===== config.mk =====
export PLATFORM = sky130hd
export DESIGN_NAME = serial_subtractor
export DESIGN_NICKNAME = d
export VERILOG_FILES = /design/src/rtl/serial_subtractor_pkg.sv /design/src/rtl/serial_subtractor_full_sub.sv /design/src/rtl/serial_subtractor.sv
export SDC_FILE = /design/constraint.sdc
export NUM_CORES = 1
export LEC_CHECK = 0
export CORE_MARGIN = 3
export CORE_UTILIZATION = 47
export CTS_CLUSTER_SIZE = 16
export DETAILED_ROUTE_END_ITERATION = 16
export GPL_TIMING_DRIVEN = 0
export PLACE_DENSITY = 0.76
export SLEW_MARGIN = 20
export SYNTH_ARGS = -nofsm -noshare
export SYNTH_HDL_FRONTEND = slang
export SYNTH_SLANG_ARGS = --single-unit
export TNS_END_PERCENT = 20

===== constraint.sdc =====
create_clock -name clk -period 1.8 [get_ports clk]
set_input_delay 0.54 -clock clk [delete_from_list [all_inputs] [get_ports clk]]
set_output_delay 0.54 -clock clk [all_outputs]
set_load 0.05 [all_outputs]

===== src/rtl/serial_subtractor_pkg.sv =====
// serial_subtractor_pkg: types and helpers shared by the bit-serial subtractor.
//   state_e : controller states (IDLE, SHIFT, DONE), 2-bit encoding
//   cnt_w() : width of the bit counter for a given operand width
package serial_subtractor_pkg;

  typedef enum logic [1:0] {
    IDLE  = 2'd0,
    SHIFT = 2'd1,
    DONE  = 2'd2
  } state_e;

  function automatic int cnt_w(input int width);
    return $clog2(width);
  endfunction

endpackage


===== src/rtl/serial_subtractor_full_sub.sv =====
// full_sub: combinational single-bit full subtractor cell.
//   x    : minuend bit
//   y    : subtrahend bit
//   bin  : borrow in
//   d    : difference bit   (x ^ y ^ bin)
//   bout : borrow out       (1 when x < y + bin)
module full_sub (
  input  logic x,
  input  logic y,
  input  logic bin,
  output logic d,
  output logic bout
);

  assign d    = x ^ y ^ bin;
  assign bout = (~x & y) | (~(x ^ y) & bin);

endmodule


===== src/rtl/serial_subtractor.sv =====
// serial_subtractor: bit-serial a - b - bin, LSB first, one full_sub cell
// reused for WIDTH cycles. Operands enter through in_valid/in_ready, the
// result leaves through out_valid/out_ready.
//   clk, rst_n           : clock, asynchronous active-low reset
//   in_valid, in_ready   : operand handshake (accepted only in IDLE)
//   a, b, bin            : minuend, subtrahend, borrow-in
//   out_valid, out_ready : result handshake (held in DONE until accepted)
//   diff, bout           : WIDTH-bit difference, borrow-out
//   ovf                  : signed overflow, present only when
//                          SERIAL_SUBTRACTOR_OVF_EN is defined
//   busy                 : high in SHIFT or DONE
module serial_subtractor
  import serial_subtractor_pkg::*;
#(
  parameter int WIDTH = 4
) (
  input  logic             clk,
  input  logic             rst_n,
  input  logic             in_valid,
  output logic             in_ready,
  input  logic [WIDTH-1:0] a,
  input  logic [WIDTH-1:0] b,
  input  logic             bin,
  output logic             out_valid,
  input  logic             out_ready,
  output logic [WIDTH-1:0] diff,
  output logic             bout,
`ifdef SERIAL_SUBTRACTOR_OVF_EN
  output logic             ovf,
`endif
  output logic             busy
);

  localparam int CW = cnt_w(WIDTH);
  localparam logic [CW-1:0] LAST = CW'(WIDTH - 1);

  state_e           state_q, state_d;
  logic [CW-1:0]    cnt_q, cnt_d;
  logic             r_q, r_d;
  logic [WIDTH-1:0] a_q, a_d;
  logic [WIDTH-1:0] b_q, b_d;
  logic [WIDTH-1:0] res_q, res_d;
  logic [WIDTH-1:0] diff_q, diff_d;
  logic             bout_q, bout_d;
  logic             cell_d, cell_b;
`ifdef SERIAL_SUBTRACTOR_OVF_EN
  logic             amsb_q, amsb_d;
  logic             bmsb_q, bmsb_d;
  logic             ovf_q, ovf_d;
`endif

  full_sub u_cell (
    .x    (a_q[0]),
    .y    (b_q[0]),
    .bin  (r_q),
    .d    (cell_d),
    .bout (cell_b)
  );

  always_comb begin
    state_d   = state_q;
    cnt_d     = cnt_q;
    r_d       = r_q;
    a_d       = a_q;
    b_d       = b_q;
    res_d     = res_q;
    diff_d    = diff_q;
    bout_d    = bout_q;
`ifdef SERIAL_SUBTRACTOR_OVF_EN
    amsb_d    = amsb_q;
    bmsb_d    = bmsb_q;
    ovf_d     = ovf_q;
`endif
    in_ready  = 1'b0;
    out_valid = 1'b0;
    busy      = 1'b1;

    unique case (state_q)
      IDLE: begin
        in_ready = 1'b1;
        busy     = 1'b0;
        if (in_valid) begin
          a_d     = a;
          b_d     = b;
          r_d     = bin;
          cnt_d   = '0;
          state_d = SHIFT;
`ifdef SERIAL_SUBTRACTOR_OVF_EN
          amsb_d  = a[WIDTH-1];
          bmsb_d  = b[WIDTH-1];
`endif
        end
      end
      SHIFT: begin
        a_d   = a_q >> 1;
        b_d   = b_q >> 1;
        res_d = {cell_d, res_q[WIDTH-1:1]};
        r_d   = cell_b;
        cnt_d = cnt_q + CW'(1);
        if (cnt_q == LAST) begin
          // Publish only on the final bit so diff/bout never show a partial result.
          diff_d  = {cell_d, res_q[WIDTH-1:1]};
          bout_d  = cell_b;
          state_d = DONE;
`ifdef SERIAL_SUBTRACTOR_OVF_EN
          ovf_d   = (amsb_q != bmsb_q) && (cell_d != amsb_q);
`endif
        end
      end
      DONE: begin
        out_valid = 1'b1;
        if (out_ready) state_d = IDLE;
      end
      default: state_d = IDLE;
    endcase
  end

  always_ff @(posedge clk or negedge rst_n) begin
    if (!rst_n) begin
      state_q <= IDLE;
      cnt_q   <= '0;
      r_q     <= 1'b0;
      diff_q  <= '0;
      bout_q  <= 1'b0;
`ifdef SERIAL_SUBTRACTOR_OVF_EN
      amsb_q  <= 1'b0;
      bmsb_q  <= 1'b0;
      ovf_q   <= 1'b0;
`endif
    end else begin
      state_q <= state_d;
      cnt_q   <= cnt_d;
      r_q     <= r_d;
      diff_q  <= diff_d;
      bout_q  <= bout_d;
`ifdef SERIAL_SUBTRACTOR_OVF_EN
      amsb_q  <= amsb_d;
      bmsb_q  <= bmsb_d;
      ovf_q   <= ovf_d;
`endif
    end
  end

  // Shift registers are fully reloaded on accept, so they need no reset.
  always_ff @(posedge clk) begin
    a_q   <= a_d;
    b_q   <= b_d;
    res_q <= res_d;
  end

  assign diff = diff_q;
  assign bout = bout_q;
`ifdef SERIAL_SUBTRACTOR_OVF_EN
  assign ovf  = ovf_q;
`endif

endmodule


==> results of run 1 <==
-- final cells by class --
class                           count  area [um^2]
Buffer                              1         11.3
Fill cell                         118          472
Sequential cell                    21          583
Timing Repair Buffer               22          213
Clock buffer                        4         26.3
Inverter                            6         25.0
Tap cell                           24         30.0
Multi-Input combinational cell     30          269
-- timing repair --
item	4_1_cts	5_1_grt
pin swaps	0	1
buffers inserted	0	2
endpoints found under the setup margin	8	3
gates resized for setup	24	10
-- worst paths after layout --
| kind | start | end | depth (start not counted) |
|---|---|---|---|
| max | state_q[0] | in_ready | 3 |
| min | res_q[2] | res_q[1] | 0 |
| max reg2reg | state_q[1] | b_q[0] | 4 |
| min reg2reg | res_q[2] | res_q[1] | 0 |
| max in group asynchronous | rst_n | state_q[0] | 1 |
| min in group asynchronous | rst_n | bout | 1 |
-- metal layers --
metal / up-vias / GRT usage / wire, um
met4: 0 / 0.0995 / 44
li1: 255 / - / -
met1: 265 / 0.186 / 638
met5: - / 0 / 0
met2: 15 / 0.217 / 793
met3: 5 / 0.0306 / 64
-- state kept, by name, summed over array words and instances (netlist names) --
signal	cells
bout	1
b_q	4
a_q	4
r_q	1
res_q	3
state_q	2
diff	4
cnt_q	2
-- through the flow --
stage               worst slack (ns)  power, uW  hold WS, ns  instance area, um^2
finish                        0.0369       2390        0.485                 1160
global route                 -0.0229       2540        0.502                 1160
CTS                           -0.159       2320        0.487                 1130
detailed placement            -0.390       2130        0.462                 1110
global placement              -0.352       2090        0.458                 1110
floorplan                     0.0396       1780        0.244                  878
-- layout by cell type, fill, tap and decap left out, types with 3 or more instances in the layout --
cell type / Yosys / layout
sky130_fd_sc_hd__clkdlybuf4s50_1: 0 / 12
sky130_fd_sc_hd__edfxtp_1: 11 / 11
sky130_fd_sc_hd__mux2_2: 10 / 10
sky130_fd_sc_hd__dfrtp_1: 10 / 8
sky130_fd_sc_hd__dlygate4sd2_1: 0 / 5
sky130_fd_sc_hd__inv_1: 6 / 4
sky130_fd_sc_hd__o21ai_0: 3 / 3
sky130_fd_sc_hd__clkbuf_4: 0 / 3
sky130_fd_sc_hd__buf_4: 0 / 3
-- logic make-up after synthesis --
logic type / after synthesis / synth area share
flip-flops: 21 / 0.661
AO/OA/AOI/OAI: 7 / 0.0484
adder cells (fa/ha/maj): 2 / 0.0370
AND/OR/NAND/NOR: 11 / 0.0869
multiplexers: 10 / 0.128
buffers and inverters: 7 / 0.0385
-- worst register-to-register path, delay by kind of cell, from the launching register on --
kind / cells / cell delay (ns)
simple gates: 1 / 0.14
mux: 1 / 0.35
flops: 1 / 0.44
buf+inv: 2 / 0.33
-- where the power goes --
| part | internal (uW) | total (uW) | switching [uW] |
|---|---|---|---|
| clock network | 86.5 | 227 | 140 |
| logic | 505 | 1210 | 700 |
| registers | 841 | 954 | 112 |
==> impl_results.html, run 1 <==
<table>
<tr><th>Metric</th><th>Value</th></tr>
<tr><th colspan="2">Timing</th></tr>
<tr><td>Unrepaired setup endpoints after global routing</td><td>yes</td></tr>
<tr><td>Slew margin rel.</td><td>0.672</td></tr>
<tr><td>Share of the clock period used by the worst path</td><td>0.980</td></tr>
<tr><td>Final hold violation count</td><td>0</td></tr>
<tr><td>Final TNS setup</td><td>0 ns</td></tr>
<tr><td>Least-Margin Pin Slew</td><td>0.494 ns</td></tr>
<tr><td>Maximum frequency from static timing analysis</td><td>around 0.57 GHz</td></tr>
<tr><td>Post-route clock skew</td><td>about 0.0086 ns</td></tr>
<tr><td>Final Setup Violations</td><td>0</td></tr>
<tr><td>Final Critical Period</td><td>around 1.8 ns</td></tr>
<tr><td>Max-slew violation total from the final report</td><td>0</td></tr>
<tr><th colspan="2">Synth</th></tr>
<tr><td>Commonest cells post-synth</td><td>sky130_fd_sc_hd__edfxtp_1, sky130_fd_sc_hd__dfrtp_1, sky130_fd_sc_hd__mux2_2</td></tr>
<tr><td>Syn Std Cell Area</td><td>878 um^2</td></tr>
<tr><td>Count of distinct cell types in the synthesized netlist</td><td>19</td></tr>
<tr><td>Number of synthesized flops with an enable pin</td><td>11</td></tr>
<tr><td>Share of the yosys chip area belonging to registers</td><td>0.661</td></tr>
<tr><td>Total of warnings raised by yosys</td><td>0</td></tr>
<tr><td>Cell accounting for the most synthesized area</td><td>sky130_fd_sc_hd__edfxtp_1</td></tr>
<tr><td>Syn_area_per_cell</td><td>15.1 um^2</td></tr>
<tr><td>Cell types occupying the most area after synthesis</td><td>sky130_fd_sc_hd__edfxtp_1, sky130_fd_sc_hd__dfrtp_1, sky130_fd_sc_hd__mux2_2, sky130_fd_sc_hd__inv_1, sky130_fd_sc_hd__fa_1</td></tr>
<tr><td>Proportion of netlist area held by the largest area contributor</td><td>0.376</td></tr>
<tr><td>Async set or reset register ratio after synthesis</td><td>0.476</td></tr>
<tr><td>Main synth FF type</td><td>sky130_fd_sc_hd__edfxtp_1</td></tr>
<tr><td>Post-synth net total</td><td>73</td></tr>
<tr><td>Leading cell type by number of instances after synthesis</td><td>sky130_fd_sc_hd__edfxtp_1</td></tr>
<tr><td>Flip-flop and latch count after synthesis</td><td>21</td></tr>
<tr><td>Mapped Cells</td><td>58</td></tr>
<tr><th colspan="2">Setup path</th></tr>
<tr><td>Crit-path cells</td><td>or2_4, inv_4, buf_8</td></tr>
<tr><td>Cell class contributing the biggest share of worst-path delay</td><td>flip-flops</td></tr>
<tr><td>Worst R2R Setup Slack</td><td>around 0.30 ns</td></tr>
<tr><td>Kind of start point of the critical path</td><td>flop</td></tr>
<tr><td>Start-to-end type of the worst setup path</td><td>reg2out</td></tr>
<tr><td>Largest stage delay on the critical path</td><td>0.46 ns</td></tr>
<tr><td>Buf+Inv Stages, Crit Path</td><td>2</td></tr>
<tr><td>CP Data Arrival Time</td><td>around 1.2 ns</td></tr>
<tr><td>Critical path's slowest cell</td><td>sky130_fd_sc_hd__dfrtp_2</td></tr>
<tr><td>Biggest fanout along the worst timing path</td><td>6</td></tr>
<tr><td>Req. time, crit path</td><td>roughly 1.3 ns</td></tr>
<tr><td>Worst Setup End Kind</td><td>output port</td></tr>
<tr><th colspan="2">Cells and area</th></tr>
<tr><td>Layout-stage area growth over the synthesis result</td><td>31.8%</td></tr>
<tr><td>Post-layout utilization of the core</td><td>0.710</td></tr>
<tr><td>Cell Count, Final, Fillers Out</td><td>108</td></tr>
<tr><td>Count of antenna diodes in the layout</td><td>0</td></tr>
<tr><td>Fraction of final layout cells with drive strength greater than 1</td><td>0.333</td></tr>
<tr><td>Post-layout nets</td><td>100</td></tr>
<tr><th colspan="2">Route</th></tr>
<tr><td>Antenna Nets Post-Route</td><td>0</td></tr>
<tr><td>First-iteration detailed-routing DRC count</td><td>11</td></tr>
<tr><td>First-pass iteration count of the detailed router</td><td>3</td></tr>
<tr><td>Avg Vias per Cell</td><td>~5.0</td></tr>
<tr><td>Detailed-route wire length</td><td>1540 um</td></tr>
<tr><td>Count of unresolved DRC violations after routing</td><td>0</td></tr>
<tr><td>Routed vias</td><td>540</td></tr>
<tr><td>Wirelength per Cell</td><td>14.3 um</td></tr>
<tr><th colspan="2">Global route</th></tr>
<tr><td>GRT Residual Overflow</td><td>0</td></tr>
<tr><td>Number of antenna violations at the first check in global routing</td><td>0</td></tr>
<tr><td>First-pass GRT wire length</td><td>between 2000 and 3000 um</td></tr>
<tr><td>Vias in the first global route</td><td>about 530</td></tr>
<tr><td>Overall global routing resource usage</td><td>0.145</td></tr>
<tr><td>Largest net degree at the start of global routing</td><td>13</td></tr>
<tr><th colspan="2">Placement</th></tr>
<tr><td>PortBufs</td><td>20</td></tr>
<tr><td>Final weighted congestion of routability-driven global placement</td><td>0.721</td></tr>
<tr><td>Cell total after placement</td><td>102</td></tr>
<tr><td>HPWL after DPL</td><td>1080 um</td></tr>
<tr><th colspan="2">Power and ir drop</th></tr>
<tr><td>Maximum vdd ir drop</td><td>1.33 mV</td></tr>
<tr><td>Static power due to leakage</td><td>0.000496 uW</td></tr>
<tr><td>PwrDens</td><td>2060 mW/mm^2</td></tr>
<tr><th colspan="2">Clock network</th></tr>
<tr><td>Maximum root-to-sink buffer count</td><td>2</td></tr>
<tr><td>CTS root buf</td><td>sky130_fd_sc_hd__clkbuf_4</td></tr>
<tr><td>CTS tree</td><td>done</td></tr>
<tr><td>CTS clk-pin slew, worst paths</td><td>0.11 ns</td></tr>
<tr><td>Clock insertion delay at the later pin of the skew report</td><td>0.31 ns</td></tr>
<tr><td>Clock sinks</td><td>21</td></tr>
<tr><td>Depth of the CTS H-tree</td><td>1</td></tr>
<tr><td>CTS buffer count</td><td>3</td></tr>
<tr><td>Count of hold buffers inserted by post-cts repair</td><td>0</td></tr>
<tr><th colspan="2">Die</th></tr>
<tr><td>Floorplan Core Area</td><td>between 0.0015 and 0.002 mm^2</td></tr>
<tr><td>Number of placement rows</td><td>14</td></tr>
<tr><td>Boundary pin count</td><td>21</td></tr>
<tr><td>Die Footprint</td><td>0.00242 mm^2</td></tr>
<tr><td>Starting density of the core</td><td>0.539</td></tr>
<tr><td>Die boundary height</td><td>49.2 um</td></tr>
<tr><td>Horizontal die dimension</td><td>roughly 49 um</td></tr>
<tr><th colspan="2">Outcome</th></tr>
<tr><td>Outcome</td><td>finished, final reports clean</td></tr>
<tr><th colspan="2">Run</th></tr>
<tr><td>Number of maximum-capacitance constraint violations</td><td>0</td></tr>
<tr><th colspan="2">Worst hold path</th></tr>
<tr><td>Path type of the worst min-delay path</td><td>reg2reg</td></tr>
</table>
No activity file was read; power rests on OpenSTA's default activity.
==> run 2, diff against run 1 <==
- CORE_UTILIZATION: 47 -> 40
- PLACE_DENSITY: 0.76 -> 0.67
- SKIP_LAST_GASP: unset -> 1
==> run 2 against run 1 <==
Against the previous run: the run now ends with setup timing left; via count is 5.7% lower; hold slack got worse by 0.021 ns; global-route usage decreased by 2.6 points; sequential share of layout area is 0.95 points higher; sequential power about the same; highest routed layer is now met3; worst setup slack lost 0.22 ns; die area up 15%; core utilization decreased by 15 points; first-iteration DRC count decreased by 18%; non-clock buffer count shrank 2.
==> impl_results.html, run 2 (synthesis gave the netlist of run 1 again) <==
<table>
<tr><th>Metric</th><th>Value</th></tr>
<tr><th colspan="2">Die</th></tr>
<tr><td>Horizontal die dimension</td><td>52.9 um</td></tr>
<tr><td>Floorplan Core Area</td><td>0.00202 mm^2</td></tr>
<tr><td>Number of placement rows</td><td>16</td></tr>
<tr><td>Starting density of the core</td><td>0.434</td></tr>
<tr><td>Boundary pin count</td><td>21</td></tr>
<tr><td>Die Footprint</td><td>roughly 0.0028 mm^2</td></tr>
<tr><td>Die boundary height</td><td>52.9 um</td></tr>
<tr><th colspan="2">Route</th></tr>
<tr><td>First-pass iteration count of the detailed router</td><td>4</td></tr>
<tr><td>Antenna Nets Post-Route</td><td>0</td></tr>
<tr><td>Detailed-route wire length</td><td>1320 um</td></tr>
<tr><td>Avg Vias per Cell</td><td>4.67</td></tr>
<tr><td>Count of unresolved DRC violations after routing</td><td>0</td></tr>
<tr><td>Wirelength per Cell</td><td>12.1 um</td></tr>
<tr><td>First-iteration detailed-routing DRC count</td><td>9</td></tr>
<tr><td>Routed vias</td><td>509</td></tr>
<tr><th colspan="2">Cells and area</th></tr>
<tr><td>Post-layout nets</td><td>98</td></tr>
<tr><td>Commonest cells after routing, fill and taps aside</td><td>sky130_fd_sc_hd__clkdlybuf4s50_1, sky130_fd_sc_hd__edfxtp_1, sky130_fd_sc_hd__mux2_2, sky130_fd_sc_hd__dfrtp_1, sky130_fd_sc_hd__inv_1</td></tr>
<tr><td>Most frequent standard cell in the layout excluding fill and tap cells</td><td>sky130_fd_sc_hd__clkdlybuf4s50_1</td></tr>
<tr><td>Layout-stage area growth over the synthesis result</td><td>28.8%</td></tr>
<tr><td>Count of antenna diodes in the layout</td><td>0</td></tr>
<tr><td>Fraction of final layout cells with drive strength greater than 1</td><td>0.268</td></tr>
<tr><th colspan="2">Setup path</th></tr>
<tr><td>Worst Setup End Kind</td><td>output port</td></tr>
<tr><td>Buf+Inv Stages, Crit Path</td><td>1</td></tr>
<tr><td>CP Data Arrival Time</td><td>1.44 ns</td></tr>
<tr><td>Worst R2R Setup Slack</td><td>0.35 ns</td></tr>
<tr><td>Largest stage delay on the critical path</td><td>approximately 0.80 ns</td></tr>
<tr><td>Crit-path cells</td><td>clkdlybuf4s50_1</td></tr>
<tr><td>Req. time, crit path</td><td>1.26 ns</td></tr>
<tr><td>Start-to-end type of the worst setup path</td><td>reg2out</td></tr>
<tr><td>Cell class contributing the biggest share of worst-path delay</td><td>buffers and inverters</td></tr>
<tr><td>Critical path's slowest cell</td><td>sky130_fd_sc_hd__clkdlybuf4s50_1</td></tr>
<tr><td>Biggest fanout along the worst timing path</td><td>2</td></tr>
<tr><td>Kind of start point of the critical path</td><td>flop</td></tr>
<tr><th colspan="2">Power and ir drop</th></tr>
<tr><td>Share of total power in sequential cells</td><td>0.417</td></tr>
<tr><td>Part of the total power dissipated in combinational logic</td><td>0.488</td></tr>
<tr><td>Switching power share of the total</td><td>0.390</td></tr>
<tr><td>Maximum vdd ir drop</td><td>about 0.9 mV</td></tr>
<tr><td>Static power due to leakage</td><td>slightly below 0.0005 uW</td></tr>
<tr><td>Power share of the clock group</td><td>0.095</td></tr>
<tr><td>Net switching power of the design</td><td>890 uW</td></tr>
<tr><td>Internal power contribution</td><td>about 1400 uW</td></tr>
<tr><td>Overall Power</td><td>2280 uW</td></tr>
<tr><td>PwrDens</td><td>2010 mW/mm^2</td></tr>
<tr><th colspan="2">Clock network</th></tr>
<tr><td>CTS buffer count</td><td>3</td></tr>
<tr><td>Clock insertion delay at the later pin of the skew report</td><td>0.29 ns</td></tr>
<tr><td>Clock sinks</td><td>21</td></tr>
<tr><td>CTS root buf</td><td>sky130_fd_sc_hd__clkbuf_4</td></tr>
<tr><td>CTS clk-pin slew, worst paths</td><td>0.10 ns</td></tr>
<tr><td>CTS tree</td><td>done</td></tr>
<tr><td>Number of buffers added for setup after CTS</td><td>0</td></tr>
<tr><td>Depth of the CTS H-tree</td><td>1</td></tr>
<tr><td>Maximum root-to-sink buffer count</td><td>2</td></tr>
<tr><th colspan="2">Outcome</th></tr>
<tr><td>Outcome</td><td>finished with violations</td></tr>
<tr><td>Failing checks</td><td>setup timing</td></tr>
<tr><th colspan="2">Timing</th></tr>
<tr><td>Unrepaired setup endpoints after global routing</td><td>yes</td></tr>
<tr><td>Maximum frequency from static timing analysis</td><td>0.505 GHz</td></tr>
<tr><td>Final Setup Violations</td><td>6</td></tr>
<tr><td>Final Critical Period</td><td>1.98 ns</td></tr>
<tr><td>Final hold violation count</td><td>0</td></tr>
<tr><td>Slew margin rel.</td><td>0.667</td></tr>
<tr><td>Least-Margin Pin Slew</td><td>approximately 0.5 ns</td></tr>
<tr><td>PnR worst setup slack</td><td>-0.182 ns</td></tr>
<tr><td>Share of the clock period used by the worst path</td><td>1.10</td></tr>
<tr><td>Post-route clock skew</td><td>0.00487 ns</td></tr>
<tr><td>Max-slew violation total from the final report</td><td>0</td></tr>
<tr><th colspan="2">Global route</th></tr>
<tr><td>Met2 track utilization from global routing</td><td>0.188</td></tr>
<tr><td>First-pass GRT wire length</td><td>2350 um</td></tr>
<tr><td>Vias in the first global route</td><td>527</td></tr>
<tr><td>Global Route met3 Usage</td><td>0.0310</td></tr>
<tr><td>Met1 demand-to-capacity share in global routing</td><td>0.147</td></tr>
<tr><td>Number of antenna violations at the first check in global routing</td><td>0</td></tr>
<tr><td>GRT Residual Overflow</td><td>0</td></tr>
<tr><td>Overall global routing resource usage</td><td>0.119</td></tr>
<tr><td>Largest net degree at the start of global routing</td><td>13</td></tr>
<tr><td>Busiest layer in global routing</td><td>met2</td></tr>
<tr><th colspan="2">Run</th></tr>
<tr><td>Number of maximum-capacitance constraint violations</td><td>0</td></tr>
<tr><th colspan="2">Placement</th></tr>
<tr><td>Setup slack after placement</td><td>-0.366 ns</td></tr>
<tr><td>HPWL after DPL</td><td>just over 900 um</td></tr>
<tr><td>PortBufs</td><td>20</td></tr>
<tr><td>Final weighted congestion of routability-driven global placement</td><td>0.737</td></tr>
<tr><th colspan="2">Worst hold path</th></tr>
<tr><td>Path type of the worst min-delay path</td><td>reg2reg</td></tr>
</table>
run 2: final cells by class:
| cell class | instances | area (um^2) |
|---|---|---|
| well taps | 27 | 33.8 |
| multi-input cells | 30 | 264 |
| inverters | 6 | 22.5 |
| repair buffers | 20 | 193 |
| plain buffers | 1 | 11.3 |
| flip-flops and latches | 21 | 581 |
| fillers | 184 | 891 |
| clock buffers | 4 | 26.3 |
run 2: path summary, 6_finish.rpt:
| check | to | start | cells past startpoint |
|---|---|---|---|
| max | diff[3] | diff[3] | 1 |
| min | res_q[2] | res_q[3] | 0 |
| max reg2reg | a_q[0] | state_q[0] | 3 |
| min reg2reg | res_q[2] | res_q[3] | 0 |
| max in group asynchronous | bout | rst_n | 1 |
| min in group asynchronous | diff[1] | rst_n | 1 |
run 2: repair_timing:
| item | CTS | global route |
|---|---|---|
| pin swaps | 0 | 0 |
| hold buffers | 0 | 0 |
| setup endpoints to repair | 8 | 7 |
| gates resized for setup | 14 | 1 |
run 2: power groups by stage:
stage                     Combinational [uW]  Sequential, uW  Clock, uW
after floorplan                          646            1140          0
after global placement                  1140             960          0
after detailed placement                1150             968          0
after CTS                               1130             956        227
after global routing                    1230             986        245
final                                   1110             951        216
run 2: routing by layer:
layer,routed length [um],part of all wire
met1,594,0.45
met2,626,0.47
met3,101,0.076
met4,0,0
met5,0,0
run 2: metrics by stage:
step,instances,instance area (um^2),hold slack (ns),util,setup TNS (ns)
after CTS,109,1130,0.473,0.558,-1.29
after detailed placement,105,1110,0.447,0.550,-2.72
after global placement,105,1110,0.445,0.550,-2.76
after floorplan,58,878,0.244,-,0
final,109,1130,0.464,0.559,-0.978
after global routing,109,1130,0.488,0.559,-1.35
run 2: worst reg2reg max path, stage by stage, from the launching register on:
cell	delay [ns]
sky130_fd_sc_hd__dfrtp_1	0.45
sky130_fd_sc_hd__nor2_1	0.09
sky130_fd_sc_hd__or2_2	0.31
sky130_fd_sc_hd__inv_1	0.28
==> run 3, diff against run 2 <==
- ABC_AREA: unset -> 0
- PLACE_DENSITY: 0.67 -> 0.66
- SYNTH_HIERARCHICAL: unset -> 1
- clock period: 1.8 -> 2.25 ns (I/O delays scaled with it)
==> run 3 against run 2 <==
Against the previous run: the flow still finishes with violations (setup timing); core utilization grew 1.5 points; critical path type unchanged; final cell count rose by 3.7%; flip-flop and latch count did not move; total power shrank 16%; cell area increased by 5.8%; die area rose by 5.8%; worst setup slack better by 0.064 ns; largest power group unchanged; combinational power decreased by 13%; critical endpoint is now in_ready; count of clock-buffer cells in the layout did not move.
==> impl_results.html, run 3 <==
<table>
<tr><th>Metric</th><th>Value</th></tr>
<tr><th colspan="2">Cells and area</th></tr>
<tr><td>Multi-input gate area</td><td>318 um^2</td></tr>
<tr><td>Commonest cells after routing, fill and taps aside</td><td>sky130_fd_sc_hd__clkdlybuf4s50_1, sky130_fd_sc_hd__edfxtp_1, sky130_fd_sc_hd__dfrtp_1</td></tr>
<tr><td>Post-layout nets</td><td>102</td></tr>
<tr><td>Layout-stage area growth over the synthesis result</td><td>27.8%</td></tr>
<tr><td>Register cell area after layout</td><td>between 500 and 600 um^2</td></tr>
<tr><td>Count of antenna diodes in the layout</td><td>0</td></tr>
<tr><td>Number of filler instances in the final layout</td><td>197</td></tr>
<tr><td>Fraction of final layout cells with drive strength greater than 1</td><td>0.221</td></tr>
<tr><td>Cell Count, Final, Fillers Out</td><td>113</td></tr>
<tr><td>Most frequent standard cell in the layout excluding fill and tap cells</td><td>sky130_fd_sc_hd__clkdlybuf4s50_1</td></tr>
<tr><th colspan="2">Clock network</th></tr>
<tr><td>Clock sinks</td><td>21</td></tr>
<tr><td>Clock insertion delay at the later pin of the skew report</td><td>0.30 ns</td></tr>
<tr><td>Maximum root-to-sink buffer count</td><td>2</td></tr>
<tr><td>Depth of the CTS H-tree</td><td>1</td></tr>
<tr><td>CTS root buf</td><td>sky130_fd_sc_hd__clkbuf_4</td></tr>
<tr><td>Count of hold buffers inserted by post-cts repair</td><td>0</td></tr>
<tr><td>CTS clk-pin slew, worst paths</td><td>0.10 ns</td></tr>
<tr><td>CTS buffer count</td><td>3</td></tr>
<tr><td>CTS tree</td><td>done</td></tr>
<tr><th colspan="2">Setup path</th></tr>
<tr><td>Worst Setup End Kind</td><td>output port</td></tr>
<tr><td>CP Data Arrival Time</td><td>1.69 ns</td></tr>
<tr><td>Cell class contributing the biggest share of worst-path delay</td><td>buffers and inverters</td></tr>
<tr><td>Req. time, crit path</td><td>1.57 ns</td></tr>
<tr><td>Biggest fanout along the worst timing path</td><td>9</td></tr>
<tr><td>Kind of start point of the critical path</td><td>flop</td></tr>
<tr><td>Buf+Inv Stages, Crit Path</td><td>2</td></tr>
<tr><td>Crit-path cells</td><td>or2_2, inv_1, dlygate4sd2_1</td></tr>
<tr><td>Start-to-end type of the worst setup path</td><td>reg2out</td></tr>
<tr><td>Largest stage delay on the critical path</td><td>0.52 ns</td></tr>
<tr><td>Critical path's slowest cell</td><td>sky130_fd_sc_hd__dlygate4sd2_1</td></tr>
<tr><th colspan="2">Global route</th></tr>
<tr><td>Largest net degree at the start of global routing</td><td>13</td></tr>
<tr><td>Global Route met3 Usage</td><td>0.0572</td></tr>
<tr><td>Overall global routing resource usage</td><td>0.118</td></tr>
<tr><td>Busiest layer in global routing</td><td>met2</td></tr>
<tr><td>GRT Residual Overflow</td><td>0</td></tr>
<tr><td>Number of antenna violations at the first check in global routing</td><td>0</td></tr>
<tr><td>Met2 track utilization from global routing</td><td>0.189</td></tr>
<tr><td>Met1 demand-to-capacity share in global routing</td><td>0.147</td></tr>
<tr><td>Vias in the first global route</td><td>512</td></tr>
<tr><td>First-pass GRT wire length</td><td>~2400 um</td></tr>
<tr><th colspan="2">Power and ir drop</th></tr>
<tr><td>Static power due to leakage</td><td>approximately 0.00056 uW</td></tr>
<tr><td>Maximum vdd ir drop</td><td>0.895 mV</td></tr>
<tr><td>PwrDens</td><td>between 1500 and 2000 mW/mm^2</td></tr>
<tr><th colspan="2">Die</th></tr>
<tr><td>Floorplan Core Area</td><td>0.00208 mm^2</td></tr>
<tr><td>Boundary pin count</td><td>21</td></tr>
<tr><td>Die boundary height</td><td>54.4 um</td></tr>
<tr><td>Number of placement rows</td><td>16</td></tr>
<tr><td>Die Footprint</td><td>0.00296 mm^2</td></tr>
<tr><td>Horizontal die dimension</td><td>54.4 um</td></tr>
<tr><td>Starting density of the core</td><td>0.450</td></tr>
<tr><th colspan="2">Synth</th></tr>
<tr><td>Commonest cells post-synth</td><td>sky130_fd_sc_hd__edfxtp_1, sky130_fd_sc_hd__dfrtp_1, sky130_fd_sc_hd__mux2_4</td></tr>
<tr><td>Proportion of netlist area held by the largest area contributor</td><td>0.353</td></tr>
<tr><td>Leading cell type by number of instances after synthesis</td><td>sky130_fd_sc_hd__edfxtp_1</td></tr>
<tr><td>Count of distinct cell types in the synthesized netlist</td><td>21</td></tr>
<tr><td>Cell accounting for the most synthesized area</td><td>sky130_fd_sc_hd__edfxtp_1</td></tr>
<tr><td>Number of synthesized flops with an enable pin</td><td>11</td></tr>
<tr><td>Syn_area_per_cell</td><td>15.1 um^2</td></tr>
<tr><td>Cell types occupying the most area after synthesis</td><td>sky130_fd_sc_hd__edfxtp_1, sky130_fd_sc_hd__dfrtp_1, sky130_fd_sc_hd__mux2_4, sky130_fd_sc_hd__inv_1, sky130_fd_sc_hd__mux2_2</td></tr>
<tr><td>Mapped Cells</td><td>62</td></tr>
<tr><td>Async set or reset register ratio after synthesis</td><td>0.476</td></tr>
<tr><td>Share of the yosys chip area belonging to registers</td><td>0.620</td></tr>
<tr><td>Syn Std Cell Area</td><td>936 um^2</td></tr>
<tr><td>Post-synth net total</td><td>77</td></tr>
<tr><td>Total of warnings raised by yosys</td><td>6</td></tr>
<tr><td>Main synth FF type</td><td>sky130_fd_sc_hd__edfxtp_1</td></tr>
<tr><td>Flip-flop and latch count after synthesis</td><td>21</td></tr>
<tr><th colspan="2">Placement</th></tr>
<tr><td>Final weighted congestion of routability-driven global placement</td><td>about 0.69</td></tr>
<tr><td>HPWL after DPL</td><td>1050 um</td></tr>
<tr><td>PortBufs</td><td>20</td></tr>
<tr><td>Cell total after placement</td><td>109</td></tr>
<tr><th colspan="2">Timing</th></tr>
<tr><td>Final Critical Period</td><td>2.37 ns</td></tr>
<tr><td>Post-route clock skew</td><td>around 0.0022 ns</td></tr>
<tr><td>Least-Margin Pin Slew</td><td>~0.68 ns</td></tr>
<tr><td>Final hold violation count</td><td>0</td></tr>
<tr><td>Max-slew violation total from the final report</td><td>0</td></tr>
<tr><td>Slew margin rel.</td><td>0.547</td></tr>
<tr><td>Maximum frequency from static timing analysis</td><td>0.422 GHz</td></tr>
<tr><td>Unrepaired setup endpoints after global routing</td><td>yes</td></tr>
<tr><td>Final Setup Violations</td><td>1</td></tr>
<tr><td>PnR worst setup slack</td><td>-0.117 ns</td></tr>
<tr><td>Share of the clock period used by the worst path</td><td>1.05</td></tr>
<tr><td>Final TNS setup</td><td>-0.117 ns</td></tr>
<tr><th colspan="2">Route</th></tr>
<tr><td>First-iteration detailed-routing DRC count</td><td>12</td></tr>
<tr><td>Wirelength per Cell</td><td>~12 um</td></tr>
<tr><td>Avg Vias per Cell</td><td>4.77</td></tr>
<tr><td>Antenna Nets Post-Route</td><td>0</td></tr>
<tr><td>First-pass iteration count of the detailed router</td><td>4</td></tr>
<tr><td>Detailed-route wire length</td><td>1410 um</td></tr>
<tr><td>Routed vias</td><td>539</td></tr>
<tr><td>Count of unresolved DRC violations after routing</td><td>0</td></tr>
<tr><th colspan="2">Run</th></tr>
<tr><td>Number of maximum-capacitance constraint violations</td><td>0</td></tr>
<tr><th colspan="2">Outcome</th></tr>
<tr><td>Outcome</td><td>finished with violations</td></tr>
<tr><td>Failing checks</td><td>setup timing</td></tr>
<tr><th colspan="2">Worst hold path</th></tr>
<tr><td>Path type of the worst min-delay path</td><td>reg2reg</td></tr>
</table>
==> run 3: stage by stage <==
stage          power [uW]  hold slack [ns]  instance area [um^2]  worst slack, ns  utilization
4_1_cts              1940            0.477                  1190           -0.236        0.573
5_1_grt              2050            0.497                  1200           -0.199        0.575
3_5_place_dp         1780            0.438                  1170          -0.0568        0.562
6_report             1910            0.480                  1200           -0.117        0.575
2_1_floorplan        1510            0.379                   936            0.335            -
3_3_place_gp         1750            0.454                  1170          -0.0664        0.562
==> run 3: path summary, 6_finish.rpt <==
path / cells past startpoint / from / end / slack, ns
worst max-delay path: 3 / state_q[1] / in_ready / -0.12
worst min-delay path: 0 / res_q[3] / res_q[2] / 0.48
worst max register to register: 3 / state_q[1] / a_q[1] / 0.77
worst min register to register: 0 / res_q[3] / res_q[2] / 0.48
max in group asynchronous: 1 / rst_n / diff[2] / 1.25
min in group asynchronous: 1 / rst_n / r_q / 0.68
==> run 3: routing by layer <==
metal / wire length [um] / share of wire
met1: 632 / 0.45
met2: 653 / 0.46
met3: 110 / 0.078
met4: 11 / 0.0078
met5: 0 / 0
==> run 3: report_power, final <==
part	total [uW]	internal [uW]	switching [uW]
logic	962	436	527
registers	773	667	106
clock network	175	69.1	105
total	1910	1170	738
==> run 3: timing repair <==
action,in CTS,in global routing
resized for setup,2,1
setup buffers,0,0
endpoints found under the setup margin,3,3
==> run 3: area by class of cell <==
class / count / share of cell area
tap: 27 / 0.0282
sequential: 21 / 0.485
timing repair buffer: 20 / 0.167
clock buffer: 4 / 0.0220
multi-input combinational: 33 / 0.266
buffer: 1 / 0.00941
inverter: 7 / 0.0220
==> run 3: logic make-up (layout without fill, tap and decap cells) <==
family / count (synthesis) / after routing / synth area share
DFF: 21 / 21 / 0.620
muxes: 12 / 12 / 0.179
and+or+nand+nor: 13 / 13 / 0.0909
buffers and inverters: 8 / 32 / 0.0401
adders and majority gates: 2 / 2 / 0.0348
AOI/OAI and AO/OA: 6 / 6 / 0.0347
